**src/rtl/seq_gen_pkg.sv**
```systemverilog
// Shared types and constants for the framed serial pattern transmitter.
// Holds the FSM state enum, the preamble pattern and a sizing helper.
package seq_gen_pkg;

    typedef enum logic [1:0] {
        IDLE,
        PRE,
        PAY,
        GAP
    } seq_gen_state_e;

    // Preamble is sent MSB first: 1, 0, 1.
    localparam logic [2:0] PREAMBLE     = 3'b101;
    localparam int         PREAMBLE_LEN = 3;

    function automatic int max3(input int a, input int b, input int c);
        int m;
        m = a;
        if (b > m) m = b;
        if (c > m) m = c;
        return m;
    endfunction

endpackage

```
**src/rtl/seq_gen_shifter.sv**
```systemverilog
// Parallel-load, shift-left payload register (zero fill), MSB out.
// Ports: clk, rst (async high), load+din, shift, msb.
module seq_gen_shifter #(
    parameter int WIDTH = 8
) (
    input  logic             clk,
    input  logic             rst,
    input  logic             load,
    input  logic             shift,
    input  logic [WIDTH-1:0] din,
    output logic             msb
);

    logic [WIDTH-1:0] sr;

    always_ff @(posedge clk or posedge rst) begin
        if (rst) begin
            sr <= '0;
        end else if (load) begin
            sr <= din;
        end else if (shift) begin
            sr <= sr << 1;
        end
    end

    assign msb = sr[WIDTH-1];

endmodule

```
**src/rtl/seq_generator.sv**
```systemverilog
// Framed serial transmitter: 101 preamble, MSB-first payload, idle gap.
// Ports: clk, rst, in_data/in_valid/in_ready, abort, tx_bit, tx_active, frame_done.
module seq_generator
    import seq_gen_pkg::*;
#(
    parameter int WIDTH      = 8,
    parameter int GAP_CYCLES = 2
) (
    input  logic             clk,
    input  logic             rst,
    input  logic [WIDTH-1:0] in_data,
    input  logic             in_valid,
    output logic             in_ready,
    input  logic             abort,
    output logic             tx_bit,
    output logic             tx_active,
    output logic             frame_done
);

    localparam int CNT_W =
        $clog2(max3(WIDTH, GAP_CYCLES, PREAMBLE_LEN)) + 1;

    localparam logic [CNT_W-1:0] PRE_LAST =
        CNT_W'(PREAMBLE_LEN - 1);
    localparam logic [CNT_W-1:0] PAY_LAST =
        CNT_W'(WIDTH - 1);
    localparam logic [CNT_W-1:0] GAP_LAST =
        CNT_W'((GAP_CYCLES > 0) ? GAP_CYCLES - 1 : 0);

    // Where a frame goes once it ends or is aborted.
    localparam seq_gen_state_e END_STATE =
        (GAP_CYCLES == 0) ? IDLE : GAP;

    if (WIDTH < 1 || WIDTH > 32) begin : g_bad_width
        $error("seq_generator: WIDTH must be 1..32");
    end
    if (GAP_CYCLES < 0 || GAP_CYCLES > 15) begin : g_bad_gap
        $error("seq_generator: GAP_CYCLES must be 0..15");
    end

    seq_gen_state_e   state;
    logic [CNT_W-1:0] cnt;
    logic             load;
    logic             shift;
    logic             sr_msb;
    logic [1:0]       pre_idx;

    assign load  = (state == IDLE) && in_valid;
    assign shift = (state == PAY);

    seq_gen_shifter #(
        .WIDTH (WIDTH)
    ) u_shifter (
        .clk   (clk),
        .rst   (rst),
        .load  (load),
        .shift (shift),
        .din   (in_data),
        .msb   (sr_msb)
    );

    always_ff @(posedge clk or posedge rst) begin
        if (rst) begin
            state <= IDLE;
            cnt   <= '0;
        end else begin
            unique case (state)
                IDLE: begin
                    if (in_valid) begin
                        state <= PRE;
                        cnt   <= '0;
                    end
                end
                PRE: begin
                    if (abort) begin
                        state <= END_STATE;
                        cnt   <= '0;
                    end else if (cnt == PRE_LAST) begin
                        state <= PAY;
                        cnt   <= '0;
                    end else begin
                        cnt <= cnt + 1'b1;
                    end
                end
                PAY: begin
                    if (abort || cnt == PAY_LAST) begin
                        state <= END_STATE;
                        cnt   <= '0;
                    end else begin
                        cnt <= cnt + 1'b1;
                    end
                end
                GAP: begin
                    if (cnt == GAP_LAST) begin
                        state <= IDLE;
                        cnt   <= '0;
                    end else begin
                        cnt <= cnt + 1'b1;
                    end
                end
                default: begin
                    state <= IDLE;
                    cnt   <= '0;
                end
            endcase
        end
    end

    // Counter 0,1,2 selects preamble bits [2],[1],[0].
    assign pre_idx = 2'(PREAMBLE_LEN - 1) - cnt[1:0];

    always_comb begin
        tx_bit     = 1'b0;
        tx_active  = 1'b0;
        frame_done = 1'b0;
        unique case (state)
            PRE: begin
                tx_bit    = PREAMBLE[pre_idx];
                tx_active = 1'b1;
            end
            PAY: begin
                tx_bit     = sr_msb;
                tx_active  = 1'b1;
                frame_done = (cnt == PAY_LAST);
            end
            default: begin
                tx_bit = 1'b0;
            end
        endcase
    end

    // Held low while reset is asserted; high as soon as it releases.
    assign in_ready = (state == IDLE) && !rst;

endmodule
```
**config.mk**
```make
export PLATFORM = sky130hd
export DESIGN_NAME = seq_generator
export DESIGN_NICKNAME = d
export VERILOG_FILES = /design/src/rtl/seq_gen_pkg.sv /design/src/rtl/seq_gen_shifter.sv /design/src/rtl/seq_generator.sv
export SDC_FILE = /design/constraint.sdc
export NUM_CORES = 1
export LEC_CHECK = 0
export ABC_AREA = 1
export BUFFER_PORTS_ARGS = -buffer_cell sky130_fd_sc_hd__buf_2
export CORE_MARGIN = 1
export CORE_UTILIZATION = 50
export DETAILED_ROUTE_END_ITERATION = 8
export PLACE_DENSITY_LB_ADDON = 0.3
export RECOVER_POWER = 100
export SLEW_MARGIN = 15
export SYNTH_ARGS = -nofsm -noshare
export SYNTH_HDL_FRONTEND = slang
export SYNTH_HIERARCHICAL = 1
export SYNTH_SLANG_ARGS = --single-unit
```
**constraint.sdc**
```tcl
create_clock -name clk -period 1.6 [get_ports clk]
set_input_delay 0.08 -clock clk [delete_from_list [all_inputs] [get_ports clk]]
set_output_delay 0.08 -clock clk [all_outputs]
set_load 0.02 [all_outputs]
```
==> results by group <==
Yosys
  • Mean post-synth cell area: 7.74 um2
  • Netlist Area Pre-Place: approximately 930 um2
  • Register bit total from synthesis: 14
  • Primary FF master, synth: dfrtp_1
  • Distinct cells, synth: 21
  • Mapped Cells: 120
  • Number of synthesized flops with an enable pin: 0
  • YS warnings: 6
  • Post-Syn Nets: 140
  • Sequential area share after synthesis: 0.377
  • Ys async rst share: 1.00

Timing
  • RSZ-0062 raised after global routing: false
  • Final critical-path share of the clock period: 0.947
  • Final Slew Violations: 0
  • Final setup violation count: 0
  • Highest Clock Rate: between 600 and 700 MHz
  • Setup TNS: 0 ns
  • Final Critical Period: approximately 1.5 ns
  • Worst-Margin Slew: approximately 0.32 ns
  • Layout Skew: approximately 0.0045 ns
  • Min Hold Slack: roughly 0.011 ns
  • Final hold violations: 0
  • Final WS setup: approximately 0.085 ns
  • Slew Limit Headroom: 0.785

Pwr
  • VDD IR max: around 1.2 mV
  • Leakage: ~0.60 nW
  • Pwr Total: 1.99 mW
  • Pwr Density: between 1500 and 2000 nW/um2

Layout
  • Commonest non-fill, non-tap cell in the layout: nand2_1
  • Area grow syn2layout: 21.6%
  • # nets final: ~160
  • Footprint of the multi-input gates: between 500 and 600 um2
  • Non-Filler Instances: roughly 170
  • Cell area after layout: about 1100 um2
  • Antenna Cells: 0
  • Commonest cells after routing, fill and taps aside: 38 x nand2_1, 21 x nand3_1, 13 x inv_1, 13 x dfrtp_1, 11 x buf_2
  • # fillers: around 160
  • Register Area: about 350 um2
  • Final core occ: 0.654
  • Layout cells sized above 1: 0.273

Die
  • Chip Width: ~45 um
  • Core Box Area: 1730 um2
  • DIE HEIGHT: ~45 um
  • Starting Density: 0.538
  • # rows: 15
  • Number of I/O pins: 16
  • Die footprint: 2030 um2

Routing
  • DRC viols: 0
  • Routed vias: between 800 and 900
  • Post-route ant nets: 0
  • 1st-iter DRT viols: 5
  • Post-detailed-route via-to-cell ratio: a little under 5
  • TritonRoute pass-1 iters: 4
  • Overall routed net length: ~1900 um
  • WL per Instance: 11.3 um

Worst setup path
  • Arrival time worst endpoint: between 1 and 1.5 ns
  • Setup crit start kind: flip-flop
  • Max stage delay on crit path: around 0.46 ns
  • Critical Path Slowest Stage Cell: dfrtp_2
  • Crit path cell chain: inv_2 -> ha_2 -> nand2_1 -> a21boi_2 -> buf_4
  • Worst R2R Start: state[0]
  • Worst Path Buf+Inv: 2
  • Critical Path RT: 1.52 ns
  • Worst-path maximum fanout: 4
  • CP Class: reg2out
  • Element type at the critical path end: primary output
  • Worst path top cell family by delay: flip-flops
  • Critical Path Start: state[1]

Clock network
  • Root buffer cell: clkbuf_4
  • CTS tree: built
  • Clk_lat worst skew: 0.28 ns
  • Clock Sinks: 14
  • Clock transition at path regs: about 0.090 ns
  • CTS Buffer Depth: 2
  • H-tree depth: 1
  • CTS Buf Count: 3

Placement
  • Dpl hpwl: approximately 1400 um
  • RePlAce Congestion: between 0.7 and 0.8
  • Dpl ws: ~0.18 ns
  • IO Port Bufs: 15
  • Dpl cells: 160
  • Post-DP Area: 1030 um2

Global route
  • Initial antenna violation count: 0
  • Number of global-route vias before repair: about 770
  • Largest net degree at the start of global routing: 9
  • First-pass GRT wire length: 3100 um
  • Gr usage total: 0.215
  • Global route total overflow: 0

Job
  • Total of max-cap violations: 0

Outcome
  • Status: completed

Min path
  • HP Class: in2reg
  • Worst hold start: in_data[7]
[sequential cells by signal (all words and copies together), names as in the netlist]
name	flops
u_shifter/sr	8
cnt	4
state	2
[metal layers]
metal | vias to the layer above | routed length [um] | part of all wire | track usage
met5 | - | 0 | 0 | 0
met4 | 0 | 12 | 0.0063 | 0.0909
met3 | 2 | 42 | 0.022 | 0.0360
met2 | 14 | 1040 | 0.55 | 0.403
met1 | 383 | 799 | 0.42 | 0.235
li1 | 427 | - | - | -
[cell usage after synthesis (2+ instances only)]
| library cell | n | area (um2) |
|---|---|---|
| nor2_1 | 3 | 11.3 |
| ha_1 | 8 | 100 |
| dfrtp_1 | 14 | 350 |
| o21ai_0 | 3 | 15.0 |
| nor2_4 | 2 | 22.5 |
| nand2_1 | 38 | 143 |
| nand2_2 | 4 | 25.0 |
| nand3_1 | 21 | 105 |
| inv_1 | 15 | 56.3 |
[worst reg2reg max path: stages (launching register included)]
cell	delay (ns)
dfrtp_1	0.43
inv_2	0.15
ha_4	0.15
inv_1	0.05
nor2_2	0.17
inv_1	0.11
o21ai_0	0.08
inv_1	0.05
nor3_1	0.18
[cell type report]
class / instances / share of cell area
Inverter: 16 / 0.0532
Timing Repair Buffer: 21 / 0.110
Sequential cell: 14 / 0.312
Multi-Input combinational cell: 88 / 0.466
Clock buffer: 4 / 0.0322
Tap cell: 25 / 0.0277
[kinds of logic after synthesis]
| group | synth area share |
|---|---|
| compound gates | 0.0377 |
| simple gates | 0.383 |
| xor+xnor | 0.00944 |
| fa+ha+maj | 0.108 |
| buf+inv | 0.0849 |
| flops | 0.377 |
[what timing repair did]
action,CTS,global route
setup endpoints to repair,1,1
setup buffers,0,2
resized for setup,1,9
endpoints found under the hold margin,15,0
hold buffers,2,0
[report_power, final]
| group | internal [mW] | switching (mW) | leakage, nW |
|---|---|---|---|
| clock network | 0.138 | 0.119 | 0.0210 |
| logic | 0.462 | 0.673 | 0.396 |
| registers | 0.494 | 0.107 | 0.180 |
| total | 1.09 | 0.900 | 0.597 |
[worst paths after layout]
check	to	slack [ns]	cells past startpoint
setup / recovery	tx_bit	0.09	5
hold / removal	u_shifter/sr[7]	0.01	3
setup reg to reg	cnt[2]	0.14	8
hold reg to reg	u_shifter/sr[0]	0.48	2
max in group asynchronous	u_shifter/sr[5]	1.06	3
min in group asynchronous	state[0]	0.27	3
Power figures use the tool's default switching activity.
